===== src/rtl/spi_mem_ctrl_pkg.sv =====
// Shared command and state encodings for the SPI frame to memory sequencer.
package spi_mem_pkg;

  localparam int CTRL_WIDTH = 2;

  typedef enum logic [CTRL_WIDTH-1:0] {
    CMD_WR_ADDR = 2'b00,
    CMD_WR_DATA = 2'b01,
    CMD_RD_ADDR = 2'b10,
    CMD_RD_DATA = 2'b11
  } cmd_t;

  typedef enum logic [2:0] {
    IDLE,
    WRITE,
    READ,
    RD_WAIT,
    TX_HOLD
  } state_t;

endpackage


===== src/rtl/spi_mem_ctrl_if.sv =====
// Frame, memory and status signals between the sequencer and its surroundings.
interface spi_mem_ctrl_if #(
  parameter int DATA_WIDTH = 8,
  parameter int ADDR_WIDTH = 8
);
  import spi_mem_pkg::*;

  logic                             ss_n;
  logic                             rx_valid;
  logic [DATA_WIDTH+CTRL_WIDTH-1:0] rx_data;
  logic                             tx_valid;
  logic [DATA_WIDTH-1:0]            tx_data;
  logic [ADDR_WIDTH-1:0]            mem_addr;
  logic [DATA_WIDTH-1:0]            mem_wdata;
  logic                             mem_we;
  logic                             mem_re;
  logic [DATA_WIDTH-1:0]            mem_rdata;
  logic                             err_seq;
  logic                             err_busy;

  modport master (
    input  ss_n, rx_valid, rx_data, mem_rdata,
    output tx_valid, tx_data, mem_addr, mem_wdata, mem_we, mem_re, err_seq, err_busy
  );

  modport slave (
    output ss_n, rx_valid, rx_data, mem_rdata,
    input  tx_valid, tx_data, mem_addr, mem_wdata, mem_we, mem_re, err_seq, err_busy
  );

endinterface


===== src/rtl/spi_mem_ctrl.sv =====
// Decodes SPI slave frames into address latch, memory write and memory read
// operations, returning read data to the slave over the tx handshake.
module spi_mem_ctrl
  import spi_mem_pkg::*;
#(
  parameter int DATA_WIDTH     = 8,
  parameter int ADDR_WIDTH     = 8,
  parameter int MEM_RD_LATENCY = 1,
  parameter bit AUTO_INC       = 1'b0
) (
  input  logic           clk,
  input  logic           rst_n,
  spi_mem_ctrl_if.master bus
);

  localparam int CNT_WIDTH = 3;

  state_t                state;
  logic                  rx_valid_q;
  logic [ADDR_WIDTH-1:0] wr_addr;
  logic [ADDR_WIDTH-1:0] rd_addr;
  logic                  wr_addr_ok;
  logic                  rd_addr_ok;
  logic [CNT_WIDTH-1:0]  wait_cnt;
  cmd_t                  cmd;
  logic [DATA_WIDTH-1:0] payload;
  logic                  accept;

  assign cmd     = cmd_t'(bus.rx_data[DATA_WIDTH+CTRL_WIDTH-1:DATA_WIDTH]);
  assign payload = bus.rx_data[DATA_WIDTH-1:0];
  // Only a rising edge of rx_valid starts a frame; a held level never re-triggers.
  assign accept  = bus.rx_valid && !rx_valid_q;

  always_ff @(posedge clk) begin
    if (!rst_n) begin
      state         <= IDLE;
      rx_valid_q    <= 1'b0;
      wr_addr       <= '0;
      rd_addr       <= '0;
      wr_addr_ok    <= 1'b0;
      rd_addr_ok    <= 1'b0;
      wait_cnt      <= '0;
      bus.tx_valid  <= 1'b0;
      bus.tx_data   <= '0;
      bus.mem_addr  <= '0;
      bus.mem_wdata <= '0;
      bus.mem_we    <= 1'b0;
      bus.mem_re    <= 1'b0;
      bus.err_seq   <= 1'b0;
      bus.err_busy  <= 1'b0;
    end else begin
      rx_valid_q   <= bus.rx_valid;
      bus.mem_we   <= 1'b0;
      bus.mem_re   <= 1'b0;
      bus.err_seq  <= 1'b0;
      bus.err_busy <= accept && (state != IDLE);

      case (state)
        IDLE: begin
          if (accept) begin
            case (cmd)
              CMD_WR_ADDR: begin
                wr_addr    <= payload[ADDR_WIDTH-1:0];
                wr_addr_ok <= 1'b1;
              end
              CMD_WR_DATA: begin
                if (wr_addr_ok) begin
                  state         <= WRITE;
                  bus.mem_we    <= 1'b1;
                  bus.mem_addr  <= wr_addr;
                  bus.mem_wdata <= payload;
                end else begin
                  bus.err_seq <= 1'b1;
                end
              end
              CMD_RD_ADDR: begin
                rd_addr    <= payload[ADDR_WIDTH-1:0];
                rd_addr_ok <= 1'b1;
              end
              CMD_RD_DATA: begin
                if (rd_addr_ok) begin
                  state        <= READ;
                  bus.mem_re   <= 1'b1;
                  bus.mem_addr <= rd_addr;
                end else begin
                  bus.err_seq <= 1'b1;
                end
              end
              default: ;
            endcase
          end
        end
        WRITE: begin
          if (AUTO_INC) wr_addr <= wr_addr + ADDR_WIDTH'(1);
          state <= IDLE;
        end
        READ: begin
          wait_cnt <= CNT_WIDTH'(MEM_RD_LATENCY);
          if (AUTO_INC) rd_addr <= rd_addr + ADDR_WIDTH'(1);
          state <= RD_WAIT;
        end
        // Deselect while waiting on memory abandons the read without presenting data.
        RD_WAIT: begin
          if (bus.ss_n) begin
            state <= IDLE;
          end else if (wait_cnt == CNT_WIDTH'(1)) begin
            bus.tx_data  <= bus.mem_rdata;
            bus.tx_valid <= 1'b1;
            state        <= TX_HOLD;
          end else begin
            wait_cnt <= wait_cnt - CNT_WIDTH'(1);
          end
        end
        TX_HOLD: begin
          if (bus.ss_n) begin
            bus.tx_valid <= 1'b0;
            bus.tx_data  <= '0;
            state        <= IDLE;
          end
        end
        default: state <= IDLE;
      endcase
    end
  end

endmodule


===== src/flat_wrapper.sv =====
// flat-port wrapper written by rule: the top's interface ports become plain ports
module spi_mem_ctrl_flat import spi_mem_pkg::*;
#(
  parameter int DATA_WIDTH     = 8,
  parameter int ADDR_WIDTH     = 8,
  parameter int MEM_RD_LATENCY = 1,
  parameter bit AUTO_INC       = 1'b0
)
  (clk, rst_n, bus_ss_n, bus_rx_valid, bus_rx_data, bus_mem_rdata, bus_tx_valid, bus_tx_data, bus_mem_addr, bus_mem_wdata, bus_mem_we, bus_mem_re, bus_err_seq, bus_err_busy);
  spi_mem_ctrl_if #(.DATA_WIDTH(DATA_WIDTH), .ADDR_WIDTH(ADDR_WIDTH)) bus_i ();
  input  logic clk;
  input  logic rst_n;
  input wire logic [$bits(bus_i.ss_n)-1:0] bus_ss_n;
  input wire logic [$bits(bus_i.rx_valid)-1:0] bus_rx_valid;
  input wire logic [$bits(bus_i.rx_data)-1:0] bus_rx_data;
  input wire logic [$bits(bus_i.mem_rdata)-1:0] bus_mem_rdata;
  output wire logic [$bits(bus_i.tx_valid)-1:0] bus_tx_valid;
  output wire logic [$bits(bus_i.tx_data)-1:0] bus_tx_data;
  output wire logic [$bits(bus_i.mem_addr)-1:0] bus_mem_addr;
  output wire logic [$bits(bus_i.mem_wdata)-1:0] bus_mem_wdata;
  output wire logic [$bits(bus_i.mem_we)-1:0] bus_mem_we;
  output wire logic [$bits(bus_i.mem_re)-1:0] bus_mem_re;
  output wire logic [$bits(bus_i.err_seq)-1:0] bus_err_seq;
  output wire logic [$bits(bus_i.err_busy)-1:0] bus_err_busy;
  assign bus_i.ss_n = bus_ss_n;
  assign bus_i.rx_valid = bus_rx_valid;
  assign bus_i.rx_data = bus_rx_data;
  assign bus_i.mem_rdata = bus_mem_rdata;
  assign bus_tx_valid = bus_i.tx_valid;
  assign bus_tx_data = bus_i.tx_data;
  assign bus_mem_addr = bus_i.mem_addr;
  assign bus_mem_wdata = bus_i.mem_wdata;
  assign bus_mem_we = bus_i.mem_we;
  assign bus_mem_re = bus_i.mem_re;
  assign bus_err_seq = bus_i.err_seq;
  assign bus_err_busy = bus_i.err_busy;
  spi_mem_ctrl #(.DATA_WIDTH(DATA_WIDTH), .ADDR_WIDTH(ADDR_WIDTH), .MEM_RD_LATENCY(MEM_RD_LATENCY), .AUTO_INC(AUTO_INC)) u_core (.clk(clk), .rst_n(rst_n), .bus(bus_i));
endmodule

===== config.mk =====
export PLATFORM = sky130hd
export DESIGN_NAME = spi_mem_ctrl_flat
export DESIGN_NICKNAME = d
export VERILOG_FILES = /design/src/rtl/spi_mem_ctrl_pkg.sv /design/src/rtl/spi_mem_ctrl_if.sv /design/src/rtl/spi_mem_ctrl.sv /design/src/flat_wrapper.sv
export SDC_FILE = /design/constraint.sdc
export NUM_CORES = 1
export LEC_CHECK = 0
export CAP_MARGIN = 0
export CORE_MARGIN = 2
export CORE_UTILIZATION = 30
export CTS_CLUSTER_SIZE = 14
export DETAILED_ROUTE_END_ITERATION = 8
export PLACE_DENSITY_LB_ADDON = 0.25
export RECOVER_POWER = 100
export SYNTH_ARGS = -nofsm -noshare
export SYNTH_HDL_FRONTEND = slang
export SYNTH_SLANG_ARGS = --single-unit

===== constraint.sdc =====
create_clock -name clk -period 2.6 [get_ports clk]
set_clock_uncertainty 0.15 [all_clocks]
set_input_delay 0.26 -clock clk [delete_from_list [all_inputs] [get_ports clk]]
set_output_delay 0.26 -clock clk [all_outputs]
set_load 0.02 [all_outputs]

==> reports/summary.md, run 1 <==
- completed — status
- 0 — number of enable flip-flop cells after synthesis
- 254 — Post-Synthesis Net Count
- 0 ps — setup TNS
- 2810 um^2 — cell area after layout
- 30 — count of standard-cell rows
- 0 — warning count from the yosys run
- primary input to flop — category of the most critical setup path
- 0.753 — final weighted congestion in routability-driven placement
- 2 — total number of H-tree levels
- 4 — First-pass DRT Iterations
- 8.6% — Combinational Power Share
- 7930 um — first-pass GRT wire length
- 0 — final number of hold-violating endpoints
- 12.8 um — mean routed wirelength per cell
- 1734 — detailed-route via count
- 0 — Inserted Diodes
- 0 — hold-fix buffers at CTS
- 0 — number of antenna violations at the first check in global routing
- 50.7% — portion of the post-synthesis area used by sequential elements
- 0 — detailed-route DRC error count
- 9.28 um^2 — Mapped Avg Cell Area
- 7800 um^2 — full die area
- 732 — Filler cells
- 1664 — via count of the first global-routing pass
- 3350 um — detailed placement HPWL
- 0.468 GHz — Achievable Freq
- flop to flop — worst hold path class
- 31.7% — Area growth, synth to finish
- 13.2% — global routing usage summed across all routing layers
- sky130_fd_sc_hd__dfxtp_1 — top flip-flop cell by instance count after synthesis
- 88.3 um — vertical die dimension
- 2140 ps — minimum clock period after layout
- 1.22 nW — static leakage
- 12 — largest fanout on the critical path
- 230 — synthesized netlist cell count
- 694 ps — Worst Tran Pin Value
- 0 — final number of setup-violating endpoints
- 2130 um^2 — Syn Std Cell Area
- sky130_fd_sc_hd__dfxtp_1, sky130_fd_sc_hd__nor2_1, sky130_fd_sc_hd__dlygate4sd3_1, sky130_fd_sc_hd__mux2i_1, sky130_fd_sc_hd__nand2_1 — commonest cells after routing, fill and taps aside
- 51 — IO Count
- flop — CP endpoint kind
- 5.30% — share of layout cells above drive strength 1
- 31.2% — initial standard-cell utilization of the core
- 0 — max-cap check violation count
- 49 — DRC violation total after the first TritonRoute iteration
- 23.7% — sw frac
- 2630 ps — Data required, critical path
- 306 — Total Nets Final
- 1.09 mW — Cell Int Power
- sky130_fd_sc_hd__dfxtp_1 — top cell type by total area after synthesis
- 40 — pin count of the biggest net entering global routing
- 88.3 um — die span in x
- 32.0% — share of power burned in the clock network
- 0 — number of max-slew violations in the final report
- 54 — Yosys reg bits
- 1.43 mW — Pwr Total
- sky130_fd_sc_hd__dfxtp_1, sky130_fd_sc_hd__mux2i_1, sky130_fd_sc_hd__nor2_1 — biggest area contributors in the synthesized netlist
- 2 — Clock Tree Buf Depth
- 2170 ps — arrival time at the worst endpoint
- 41.1% — post-layout utilization of the core
- 54 — number of sinks handled by clock tree synthesis
- 0 — post_cts resized
- 0.337 mW — switching power summed over all nets
- 50.7% — share of the synthesized area in the top cell type
- 59.4% — part of the total power dissipated in sequential elements
- 90 ps — clock transition at the registers of the reported paths
- 0 — number of nets still failing antenna checks after routing
- 508 nW/um^2 — Pwr per Cell Area
- 0 — total grt overflow
- 34 — Yosys cell types
- 5 — CTS buffer count
- 53.8% — headroom to the max-slew limit
- 0% — FFs w/ async S/R, synth
- 310 ps — Clk Latency, worst-skew pair
- 230 uV — worst ir drop on vdd
- 4860 um — total routed wirelength
- 82.2% — post-route fraction of the period consumed by the critical path
- sky130_fd_sc_hd__dfxtp_1 — most common library cell in the layout ignoring fill and taps
- 4.58 — post-detailed-route via-to-cell ratio
- false — unrepaired setup endpoints after global routing
- 2750 um^2 — dpl cell area
- 6830 um^2 — area of the core region
- done — TritonCTS clock tree
- sky130_fd_sc_hd__clkbuf_8 — CTS Root Cell
- 0 — total setup buffers inserted after CTS
- primary input — startpoint type of the worst setup path
- 50 — port buffer count
[cell type report]
type,count,area [um^2],share of cell area [%]
clock buffers,6,72.6,2.58
clock inverters,2,13.8,0.490
inverters,8,30.0,1.07
multi-input cells,155,946,33.7
flip-flops and latches,54,1080,38.5
well taps,96,120,4.28
repair buffers,58,546,19.4
[state kept, by name, summed over array words and instances, names as in the netlist]
signal / cells
u_core.rd_addr_ok: 1
u_core.bus.mem_re: 1
u_core.bus.mem_we: 1
u_core.bus.tx_data: 8
u_core.bus.err_busy: 1
u_core.bus.tx_valid: 1
u_core.bus.err_seq: 1
u_core.rd_addr: 8
u_core.bus.mem_wdata: 8
u_core.bus.mem_addr: 8
u_core.state: 3
u_core.wait_cnt: 3
u_core.rx_valid_q: 1
u_core.wr_addr: 8
u_core.wr_addr_ok: 1
[path summary, 6_finish.rpt]
check | start | to | slack [ps] | depth (start not counted)
worst min register to register | u_core.wr_addr_ok$_SDFFE_PN0P_ | u_core.wr_addr_ok$_SDFFE_PN0P_ | 300 | 2
worst min-delay path | u_core.wr_addr_ok$_SDFFE_PN0P_ | u_core.wr_addr_ok$_SDFFE_PN0P_ | 300 | 2
worst max-delay path | bus_rx_data[9] | u_core.rd_addr[1]$_SDFFE_PN0P_ | 460 | 6
worst max register to register | u_core.state[1]$_SDFFE_PN0P_ | u_core.bus.mem_wdata[3]$_SDFFE_PN0P_ | 610 | 4
[power by group through the flow]
stage	logic, mW	registers, mW	clock network, mW
2_1_floorplan	0.0586	0.870	0
3_3_place_gp	0.129	0.867	0
3_5_place_dp	0.129	0.867	0
4_1_cts	0.130	0.848	0.476
5_1_grt	0.136	0.850	0.507
6_report	0.123	0.848	0.456
[kinds of logic after synthesis]
kind of cell	after synthesis	synth area share, %
buffers and inverters	21	4.46
AOI/OAI and AO/OA	32	11.1
muxes	24	11.3
and+or+nand+nor	97	21.3
DFF	54	50.7
adders and majority gates	2	1.17
[per-stage QoR]
stage               hold WS (ps)  worst slack, ps  std cells
floorplan                    189              802        230
global placement             295              536        371
detailed placement           292              484        371
CTS                          307              650        379
global route                 335              312        379
finish                       302              462        379
[metal layers]
metal	up-vias	GRT usage [%]	routed length (um)
li1	891	-	-
met1	800	17.4	2420
met2	39	21.0	2140
met3	4	3.36	230
met4	0	4.55	66
met5	-	0	0
[synthesized netlist by cell type (2+ instances only)]
| cell | number |
|---|---|
| sky130_fd_sc_hd__clkbuf_1 | 10 |
| sky130_fd_sc_hd__nor2_1 | 37 |
| sky130_fd_sc_hd__ha_1 | 2 |
| sky130_fd_sc_hd__nand3b_1 | 2 |
| sky130_fd_sc_hd__a21oi_1 | 4 |
| sky130_fd_sc_hd__nand3_1 | 19 |
| sky130_fd_sc_hd__a311oi_2 | 2 |
| sky130_fd_sc_hd__nor2b_1 | 2 |
| sky130_fd_sc_hd__nor3_1 | 3 |
| sky130_fd_sc_hd__dfxtp_1 | 54 |
| sky130_fd_sc_hd__inv_1 | 8 |
| sky130_fd_sc_hd__and2_1 | 2 |
| sky130_fd_sc_hd__mux2i_1 | 24 |
| sky130_fd_sc_hd__nand2_1 | 22 |
| sky130_fd_sc_hd__a311oi_1 | 6 |
| sky130_fd_sc_hd__a31oi_1 | 3 |
| sky130_fd_sc_hd__o21ai_0 | 11 |
| sky130_fd_sc_hd__buf_6 | 2 |
| sky130_fd_sc_hd__or3_1 | 2 |
[critical path: stages]
cell                            delay, ps
sky130_fd_sc_hd__dlygate4sd3_1        570
sky130_fd_sc_hd__clkbuf_1             290
sky130_fd_sc_hd__nand4b_1             180
sky130_fd_sc_hd__clkbuf_1             550
sky130_fd_sc_hd__mux2i_1              260
sky130_fd_sc_hd__nor2_1                50
Note: power is estimated with default switching activity, not from simulation.
==> inputs of run 2 (changes only) <==
clock period = 2.2 ns   (was 2.6 ns; I/O delays follow)
==> reports/summary.md, run 2 (synthesis results as in run 1) <==
- 31.2% — initial standard-cell utilization of the core
- 4 — First-pass DRT Iterations
- 2770 um^2 — dpl cell area
- 309 — Total Nets Final
- 3340 um — detailed placement HPWL
- 12.9% — global routing usage summed across all routing layers
- 946 um^2 — area of combinational cells with multiple inputs
- 0 — detailed-route DRC error count
- 0 — number of nets still failing antenna checks after routing
- sky130_fd_sc_hd__clkbuf_8 — CTS Root Cell
- 52.5% — headroom to the max-slew limit
- 6.64% — share of layout cells above drive strength 1
- 1080 um^2 — flip-flop and latch area
- 88.3 um — vertical die dimension
- false — unrepaired setup endpoints after global routing
- 4.57 — post-detailed-route via-to-cell ratio
- 2030 ps — arrival time at the worst endpoint
- 88.3 um — die span in x
- 0.752 — final weighted congestion in routability-driven placement
- 41.9% — post-layout utilization of the core
- 90 ps — clock transition at the registers of the reported paths
- 2860 um^2 — cell area after layout
- 374 — # placed instances
- 2 — total number of H-tree levels
- 0 — final number of setup-violating endpoints
- 0 — total setup buffers inserted after CTS
- 119 ps — Place WS
- 0 — post_cts resized
- 1.84 mW — Pwr Total
- 712 ps — Worst Tran Pin Value
- 308 ps — worst-case hold slack
- 0 — hold-fix buffers at CTS
- 6830 um^2 — area of the core region
- flop — CP endpoint kind
- 2230 ps — Data required, critical path
- 0 ps — setup TNS
- 206 ps — Worst Slack Setup Final
- 1990 ps — minimum clock period after layout
- 1.25 nW — static leakage
- 7910 um — first-pass GRT wire length
- 24 — pin count of the biggest net entering global routing
- flop — startpoint type of the worst setup path
- 0 — number of antenna violations at the first check in global routing
- 9 — largest fanout on the critical path
- done — TritonCTS clock tree
- 218 uV — worst ir drop on vdd
- 34.3% — Area growth, synth to finish
- 1745 — detailed-route via count
- 50 — port buffer count
- 706 — Filler cells
- 300 ps — Clk Latency, worst-skew pair
- 0 — total grt overflow
- 2 — Clock Tree Buf Depth
- flop to flop — category of the most critical setup path
- 1601 — via count of the first global-routing pass
- 0 — Inserted Diodes
- 382 — final cell count without fillers
- 0 — number of max-slew violations in the final report
- 7800 um^2 — full die area
- 5 — CTS buffer count
- flop to flop — worst hold path class
- completed — status
- 30 — count of standard-cell rows
- 54 — number of sinks handled by clock tree synthesis
- 4770 um — total routed wirelength
- 74 — DRC violation total after the first TritonRoute iteration
- 644 nW/um^2 — Pwr per Cell Area
- 12.5 um — mean routed wirelength per cell
- 0 — final number of hold-violating endpoints
- 90.6% — post-route fraction of the period consumed by the critical path
- sky130_fd_sc_hd__dfxtp_1 — most common library cell in the layout ignoring fill and taps
- 0 — max-cap check violation count
- 0.502 GHz — Achievable Freq
- sky130_fd_sc_hd__dfxtp_1, sky130_fd_sc_hd__nor2_1, sky130_fd_sc_hd__dlygate4sd3_1, sky130_fd_sc_hd__mux2i_1, sky130_fd_sc_hd__nand2_1 — commonest cells after routing, fill and taps aside
- 51 — IO Count
## run 2: worst paths after layout
kind	start	endpoint	slack, ps	depth (start not counted)
worst max-delay path	u_core.state[1]$_SDFFE_PN0P_	u_core.bus.mem_wdata[2]$_SDFFE_PN0P_	210	4
worst min-delay path	u_core.bus.tx_valid$_SDFFE_PN0P_	u_core.bus.tx_valid$_SDFFE_PN0P_	310	2
worst max register to register	u_core.state[1]$_SDFFE_PN0P_	u_core.bus.mem_wdata[2]$_SDFFE_PN0P_	210	4
worst min register to register	u_core.bus.tx_valid$_SDFFE_PN0P_	u_core.bus.tx_valid$_SDFFE_PN0P_	310	2
## run 2: cell type report
class,count,area share (%)
Clock buffer,6,2.88
Clock inverter,2,1.35
Inverter,8,1.05
Multi-Input combinational cell,155,33.0
Sequential cell,54,37.7
Tap cell,96,4.19
Timing Repair Buffer,61,19.7
## run 2: worst max-delay path, stage by stage (launching register included)
cell	delay, ps
sky130_fd_sc_hd__dfxtp_1	390
sky130_fd_sc_hd__or3_1	460
sky130_fd_sc_hd__or3_1	600
sky130_fd_sc_hd__mux2i_1	240
sky130_fd_sc_hd__nor2_1	50
## run 2: where the power goes
part	leakage, nW	internal, mW	switching [mW]
clock network	0.0618	0.375	0.320
registers	0.436	0.993	0.00883
logic	0.756	0.0708	0.0769
## run 2: metal layers
metal  vias up  track usage [%]  wire, um
met5         -                0         0
met4         0             3.72        51
met3         7             3.17       229
met2        49             19.5      2050
met1       780             18.4      2440
li1        909                -         -
